==> src/rtl/hit_timer.sv <==
// Shot timer: stamps each channel's first rising det relative to the earliest hit
// in the shot, with a bounded capture window and a registered select/data readout.
module hit_timer #(
  parameter int NCH     = 4,
  parameter int TW      = 16,
  parameter int TIMEOUT = 8000
) (
  input  logic                   clk8M,
  input  logic                   reset_n,
  input  logic                   arm,
  input  logic                   clear,
  input  logic [NCH-1:0]         det,
  input  logic [$clog2(NCH):0]   rd_sel,
  output logic [TW-1:0]          rd_stamp,
  output logic                   rd_valid,
  output logic [NCH-1:0]         hit_mask,
  output logic                   busy,
  output logic                   done,
  output logic                   timeout
);

  localparam int              IDXW      = $clog2(NCH);
  localparam int              SELW      = IDXW + 1;
  localparam logic [SELW-1:0] NCH_SEL   = SELW'(NCH);
  localparam logic [TW-1:0]   TIMEOUT_C = TW'(TIMEOUT);

  typedef enum logic [1:0] {IDLE, ARMED, CAPTURE, DONE} state_t;

  state_t          state;
  logic [TW-1:0]   counter;
  logic [NCH-1:0]  det_q;
  logic [TW-1:0]   stamp [NCH];

  logic [NCH-1:0]  rise;
  logic [NCH-1:0]  new_hit;
  logic [NCH-1:0]  mask_next;

  // A level already high when the shot is armed never looks like a rise.
  assign rise      = det & ~det_q;
  assign new_hit   = rise & ~hit_mask;
  assign mask_next = hit_mask | new_hit;

  assign busy = (state == ARMED) || (state == CAPTURE);
  assign done = (state == DONE);

  always_ff @(posedge clk8M or negedge reset_n) begin
    if (!reset_n) begin
      state    <= IDLE;
      counter  <= '0;
      det_q    <= '0;
      hit_mask <= '0;
      timeout  <= '0;
      for (int i = 0; i < NCH; i++) stamp[i] <= '0;
    end else begin
      det_q <= det;
      if (clear) begin
        state    <= IDLE;
        counter  <= '0;
        hit_mask <= '0;
        timeout  <= '0;
        for (int i = 0; i < NCH; i++) stamp[i] <= '0;
      end else begin
        case (state)
          IDLE, DONE: begin
            if (arm) begin
              state    <= ARMED;
              hit_mask <= '0;
              timeout  <= '0;
              for (int i = 0; i < NCH; i++) stamp[i] <= '0;
            end
          end
          ARMED: begin
            if (|rise) begin
              hit_mask <= rise;
              for (int i = 0; i < NCH; i++) if (rise[i]) stamp[i] <= '0;
              if (&rise) begin
                state   <= DONE;
                counter <= '0;
              end else begin
                state   <= CAPTURE;
                counter <= TW'(1);
              end
            end
          end
          CAPTURE: begin
            for (int i = 0; i < NCH; i++) if (new_hit[i]) stamp[i] <= counter;
            hit_mask <= mask_next;
            // Completion outranks expiry when both land on the same cycle.
            if (&mask_next) begin
              state   <= DONE;
              counter <= '0;
              timeout <= 1'b0;
            end else if (counter == TIMEOUT_C) begin
              state   <= DONE;
              counter <= '0;
              timeout <= 1'b1;
            end else begin
              counter <= counter + TW'(1);
            end
          end
          default: state <= IDLE;
        endcase
      end
    end
  end

  always_ff @(posedge clk8M or negedge reset_n) begin
    if (!reset_n) begin
      rd_stamp <= '0;
      rd_valid <= 1'b0;
    end else if (rd_sel < NCH_SEL) begin
      rd_stamp <= stamp[rd_sel[IDXW-1:0]];
      rd_valid <= hit_mask[rd_sel[IDXW-1:0]];
    end else begin
      rd_stamp <= '0;
      rd_valid <= 1'b0;
    end
  end

endmodule

==> config.mk <==
export PLATFORM = sky130hd
export DESIGN_NAME = hit_timer
export DESIGN_NICKNAME = d
export VERILOG_FILES = /design/src/rtl/hit_timer.sv
export SDC_FILE = /design/constraint.sdc
export NUM_CORES = 1
export LEC_CHECK = 0
export CAP_MARGIN = 20
export CORE_MARGIN = 4
export CORE_UTILIZATION = 55
export CTS_CLUSTER_SIZE = 40
export DETAILED_ROUTE_END_ITERATION = 10
export GPL_TIMING_DRIVEN = 0
export PLACE_DENSITY = 0.82
export SETUP_SLACK_MARGIN = 0.4
export SYNTH_ARGS = -nofsm -noshare
export SYNTH_HDL_FRONTEND = slang
export SYNTH_SLANG_ARGS = --single-unit
==> constraint.sdc <==
create_clock -name clk8M -period 3.2 [get_ports clk8M]
set_clock_uncertainty 0.05 [all_clocks]
set_input_delay 0.48 -clock clk8M [delete_from_list [all_inputs] [get_ports clk8M]]
set_output_delay 0.48 -clock clk8M [all_outputs]
set_load 0.005 [all_outputs]
==> results of run 1 <==
==> power groups by stage <==
stage                     sequential [uW]  clock, uW  combinational (uW)
after floorplan                      1460          0                 426
after global placement               1470          0                 659
after detailed placement             1470          0                 677
after CTS                            1440        800                 680
after global routing                 1450        872                 751
final                                1440        791                 677
==> critical path, stage by stage (launching register included) <==
cell,delay (ns)
dfrtp_1,0.41
inv_1,0.06
ha_1,0.24
clkbuf_1,0.22
nor3_1,0.25
a21o_1,0.13
clkbuf_1,0.38
clkbuf_1,0.44
nand2_1,0.13
o311ai_2,0.08
==> metrics by stage <==
step           setup slack [ns]  setup TNS, ns  hold WS (ns)  total power, uW  instance area [um^2]
2_1_floorplan              1.08              0         0.134             1880                  4970
3_3_place_gp              -2.27        -245.05         0.406             2120                  5420
3_5_place_dp              0.495              0         0.419             2150                  5450
4_1_cts                   0.736              0         0.146             2920                  5630
5_1_grt                   0.529              0         0.184             3070                  5630
6_report                  0.710              0         0.121             2910                  5630
==> registers in the layout (all words and copies together) (netlist names) <==
| name | cells |
|---|---|
| timeout | 1 |
| state | 2 |
| rd_valid | 1 |
| stamp | 64 |
| counter | 16 |
| det_q | 4 |
| rd_stamp | 16 |
| hit_mask | 4 |
==> cell usage in the layout (no fill, tap or decap), types with 3 or more instances in the layout <==
master / count
dfrtp_1: 108
nand2_1: 86
o21ai_0: 65
clkdlybuf4s50_1: 31
clkbuf_1: 22
nor2b_1: 22
inv_1: 18
mux4_2: 17
nand3_1: 12
mux2i_1: 12
clkbuf_8: 10
nand2b_1: 8
a21oi_1: 7
mux2_2: 6
o31ai_1: 6
and2_1: 5
a32oi_1: 5
ha_1: 5
a31oi_1: 4
nor3_1: 4
nand4_1: 4
nor2_1: 4
a22o_1: 4
buf_2: 3
o311ai_0: 3
or3_1: 3
==> path summary, 6_finish.rpt <==
kind / start / endpoint / slack [ns] / depth (start not counted)
worst max register to register: state[0] / counter[5] / 0.71 / 9
worst max-delay path: state[0] / counter[5] / 0.71 / 9
min in group clk8M: stamp[12] / stamp[12] / 0.44 / 2
max in group asynchronous: reset_n / counter[10] / 2.28 / 2
worst min-delay path: reset_n / stamp[50] / 0.12 / 1
worst min register to register: stamp[12] / stamp[12] / 0.44 / 2
==> final cells by class <==
type                            instances  share of cell area [%]
Clock buffer                           11                    2.51
Inverter                               18                    1.20
Clock inverter                          5                   0.777
Sequential cell                       108                    48.0
Buffer                                 26                    2.07
Multi-Input combinational cell        308                    36.9
Tap cell                              108                    2.40
Timing Repair Buffer                   33                    6.13
==> metal layers <==
| layer | wire, um | up-vias |
|---|---|---|
| met5 | 0 | - |
| met4 | 159 | 0 |
| met3 | 571 | 14 |
| met2 | 5500 | 117 |
| met1 | 4620 | 1867 |
| li1 | - | 1717 |
==> kinds of logic (layout without fill, tap and decap cells) <==
| logic type | Yosys count | after routing | share of synthesized area (%) |
|---|---|---|---|
| AND/OR/NAND/NOR | 159 | 159 | 15.5 |
| AO/OA/AOI/OAI | 109 | 109 | 13.7 |
| flip-flops | 108 | 108 | 54.4 |
| buffers and inverters | 44 | 93 | 3.70 |
| multiplexers | 35 | 35 | 11.5 |
| adder cells (fa/ha/maj) | 5 | 5 | 1.26 |
==> impl_metrics.toml, run 1 <==
[drt]
via_per_inst = 6.02
drtPass1Iterations = 5
wl_per_cell_um = 17.6
ant_nets = 0
wl_um = 10900
drt_iter0_markers = 226
vias = 3715
drc = 0

[worst_setup_path]
startpoint_type = "flop"
crit_fanout = 10
worstPathRequired_ns = 3.42
path_class = "flop to flop"
end_kind = "flop"
worstPathArrival_ns = 2.71

[global_route]
met2_usage_pct = 37.7
grt_overflow = 0
gr-max-usage-layer = "met2"
grt_pass1_wl_um = 18600
antenna_found_initial = 0
grt_util_all_layers_pct = 22.7
grt_pass1_vias = 3794
grt_max_degree = 61
use_met3_pct = 4.33
grt_use_met1_pct = 30.3

[logic_synthesis]
synthFlopType = "dfrtp_1"
synth_cell_types = 46
synth_warnings = 0
synthTopCellsByArea = "dfrtp_1 (54%), mux4_2 (7.7%), o21ai_0 (6.5%), nand2_1 (6.5%), nor2b_1 (2.8%)"
synth_area_leader_cell = "dfrtp_1"
yosysTopAreaCellShare_pct = 54.4
synth.most_common_cell = "dfrtp_1"
synthCells = 460
synth_common_cells = "dfrtp_1 (108), nand2_1 (86), o21ai_0 (65), nor2b_1 (22), clkbuf_1 (21)"
synthArstFlopShare_pct = 100
ys_seq_area_share_pct = 54.4
synth_area_mm2 = 0.00497
synth_fp_nets = 476
ys_ff_latch = 108
synth_edf_count = 0
syn_area_per_cell_um2 = 10.8

[pwr]
p_leak_uw = 0.00241
p_sw_uw = 977
seq_power_share_pct = 49.6
p_sw_share_pct = 33.6
vdd_ir_drop_max_mv = 0.277
p_clk_share_pct = 27.2
p_int_uw = 1930
comb_power_share_pct = 23.3
p_per_area_mw_per_mm2 = 517

[timing]
fmax_mhz = 402
slew_viol_final = 0
finalCritPeriodShare_pct = 77.8
rsz0062_at_grt = "false"
slew_headroom_pct = 49.7
period_needed_ns = 2.49
hold_viol = 0
worst_pin_slew_ns = 0.754
setup_violations = 0

[cts]
clockRootBuffer = "clkbuf_8"
cts_setup_buffers = 0
cts_hold_buffers = 0
path_clk_slew_ns = 0.11
cts_buffer_depth = 2
worstSkewPairLatency_ns = 0.37
cts_sinks = 108
cts_buffers = 9
cts_resized = 0
cts_tree = "built"
h-tree-depth = 3

[worst_hold_path]
hold_class = "primary input to async pin"

[place]
portBuffers = 32
dp_hpwl_um = 7660
dp.cells = 601
globalplace.congestion = 0.895

[layout]
ff_latch_area_mm2 = 0.00270
n_fill_cell = 680
final_nets = 520
drive_gt1_share_pct = 10.2
multiInputGateArea_mm2 = 0.00208
fin_util_pct = 64.3
area_growth_pct = 13.4
diodes = 0
finalNonFillerCells = 617

[floorplanning]
die_area_mm2 = 0.0106
start_util_pct = 56.7
ios = 35
die_w_um = 103
die_y_um = 103
core_mm2 = 0.00876
row_count = 34

[status]
run_status = "completed"

[flow_run]
cap_violations = 0
Note: power is estimated with default switching activity, not from simulation.
==> run 2: changes to the inputs <==
==> constraint.sdc (replaced) <==
create_clock -name clk8M -period 2.35 [get_ports clk8M]
set_clock_uncertainty 0.05 [all_clocks]
set_input_delay 0.3525 -clock clk8M [delete_from_list [all_inputs] [get_ports clk8M]]
set_output_delay 0.3525 -clock clk8M [all_outputs]
set_load 0.005 [all_outputs]
==> impl_metrics.toml, run 2 (synthesized netlist as in run 1, its figures left out) <==
[status]
run_status = "completed"

[global_route]
grt_max_degree = 72
grt_util_all_layers_pct = 23.4
grt_overflow = 0
grt_pass1_vias = 3896
grt_pass1_wl_um = 19200
antenna_found_initial = 0

[place]
portBuffers = 32
dp_hpwl_um = 7900
globalplace.congestion = 0.910

[worst_setup_path]
cpMaxStageDelayCell = "or4b_4"
end_kind = "flop"
worstPathRequired_ns = 2.55
startpoint_type = "flop"
crit_fanout = 7
worstPathArrival_ns = 2.39
max_stage_delay_ns = 0.55
path_class = "flop to flop"
crit_buf_inv = 2
critical_path.top_delay_family = "simple AND/OR/NAND/NOR gates"
crit_chain = "or4b_4, or4_4, buf_6, nand3_4, buf_8, o311ai_1"

[drt]
ant_nets = 0
wl_um = 11700
drtPass1Iterations = 5
via_per_inst = 6.04
vias = 3840
drc = 0
wl_per_cell_um = 18.4
drt_iter0_markers = 298

[cts]
h-tree-depth = 3
cts_sinks = 108
worstSkewPairLatency_ns = 0.38
clockRootBuffer = "clkbuf_8"
cts_buffer_depth = 2
cts_tree = "built"
path_clk_slew_ns = 0.11
cts_buffers = 9

[timing]
worst_pin_slew_ns = 0.651
slew_viol_final = 0
setup_violations = 0
rsz0062_at_grt = "true"
finalCritPeriodShare_pct = 93.3
fin_tns_setup_ns = 0
fmax_mhz = 456
period_needed_ns = 2.19
hold_viol = 0
slew_headroom_pct = 56.6

[worst_hold_path]
hold_class = "primary input to flop"

[floorplanning]
ios = 35
start_util_pct = 56.7
core_mm2 = 0.00876
row_count = 34
die_area_mm2 = 0.0106
die_y_um = 103
die_w_um = 103

[layout]
fin_util_pct = 68.9
area_growth_pct = 21.5
reg_top3 = "stamp: 64 flops, counter: 16 flops, rd_stamp: 16 flops"
largest_reg_flops = 64
diodes = 0
layout_commonest_cell = "dfrtp_1"
final_nets = 539
layout_common_cells = "dfrtp_1 (102), nand2_1 (86), o21ai_0 (63)"
drive_gt1_share_pct = 20.6
n_fill_cell = 612
regMostFlops = "stamp"

[pwr]
p_per_area_mw_per_mm2 = 721
p_total_uw = 4350
p_leak_uw = 0.00265
vdd_ir_drop_max_mv = 0.624

[flow_run]
cap_violations = 0
run 2: cell count changes in the layout (fill, tap and decap cells not counted), moves of 5 or more:
cell and change:
clkbuf_1 -16, clkbuf_4 +5, dfrtp_1 -6, buf_6 +5, dfrtp_2 +6, buf_4 +19
run 2: timing repair:
action,4_1_cts,5_1_grt
gates cloned,0,1
setup buffers,10,7
endpoints found under the hold margin,37,0
hold buffers,1,0
gates resized for setup,45,35
pin swaps,2,6
setup endpoints to repair,84,84
run 2: power breakdown:
group	switching [uW]	internal (uW)
registers	56.9	1910
clock network	672	509
logic	703	498
run 2: final timing paths:
path / from / endpoint / slack, ns / cells after the start
worst max-delay path: counter[7] / counter[2] / 0.16 / 6
worst min-delay path: det[1] / det_q[1] / 0.41 / 1
worst max register to register: counter[7] / counter[2] / 0.16 / 6
worst min register to register: stamp[35] / stamp[35] / 0.44 / 2
max in group asynchronous: reset_n / counter[6] / 1.08 / 3
min in group asynchronous: reset_n / rd_stamp[10] / 0.43 / 2
run 2: routing by layer:
layer  track usage, %  vias to the layer above  share of wire [%]
li1                 -                     1761                  -
met1             30.7                     1924                 41
met2             39.4                      134                 51
met3             3.59                       21                6.1
met4             8.86                        0                1.7
met5                0                        -                  0
run 2: stage by stage:
| stage | worst slack, ns | hold WS (ns) | instances | area (um^2) |
|---|---|---|---|---|
| final | 0.157 | 0.407 | 636 | 6030 |
| after global placement | -2.99 | 0.406 | 600 | 5440 |
| after CTS | 0.160 | 0.403 | 628 | 5880 |
| after global routing | 0.102 | 0.412 | 636 | 6030 |
| after floorplan | 0.237 | 0.00691 | 460 | 4990 |
| after detailed placement | -0.240 | 0.306 | 601 | 5470 |
run 2: layout make-up:
cell class / count / area (um^2) / share of cell area (%)
Tap cell: 108 / 135 / 2.24
Multi-Input combinational cell: 308 / 2200 / 36.4
Clock inverter: 7 / 83.8 / 1.39
Timing Repair Buffer: 52 / 509 / 8.44
Sequential cell: 108 / 2710 / 44.9
Inverter: 18 / 67.6 / 1.12
Buffer: 26 / 209 / 3.46
Clock buffer: 9 / 124 / 2.05
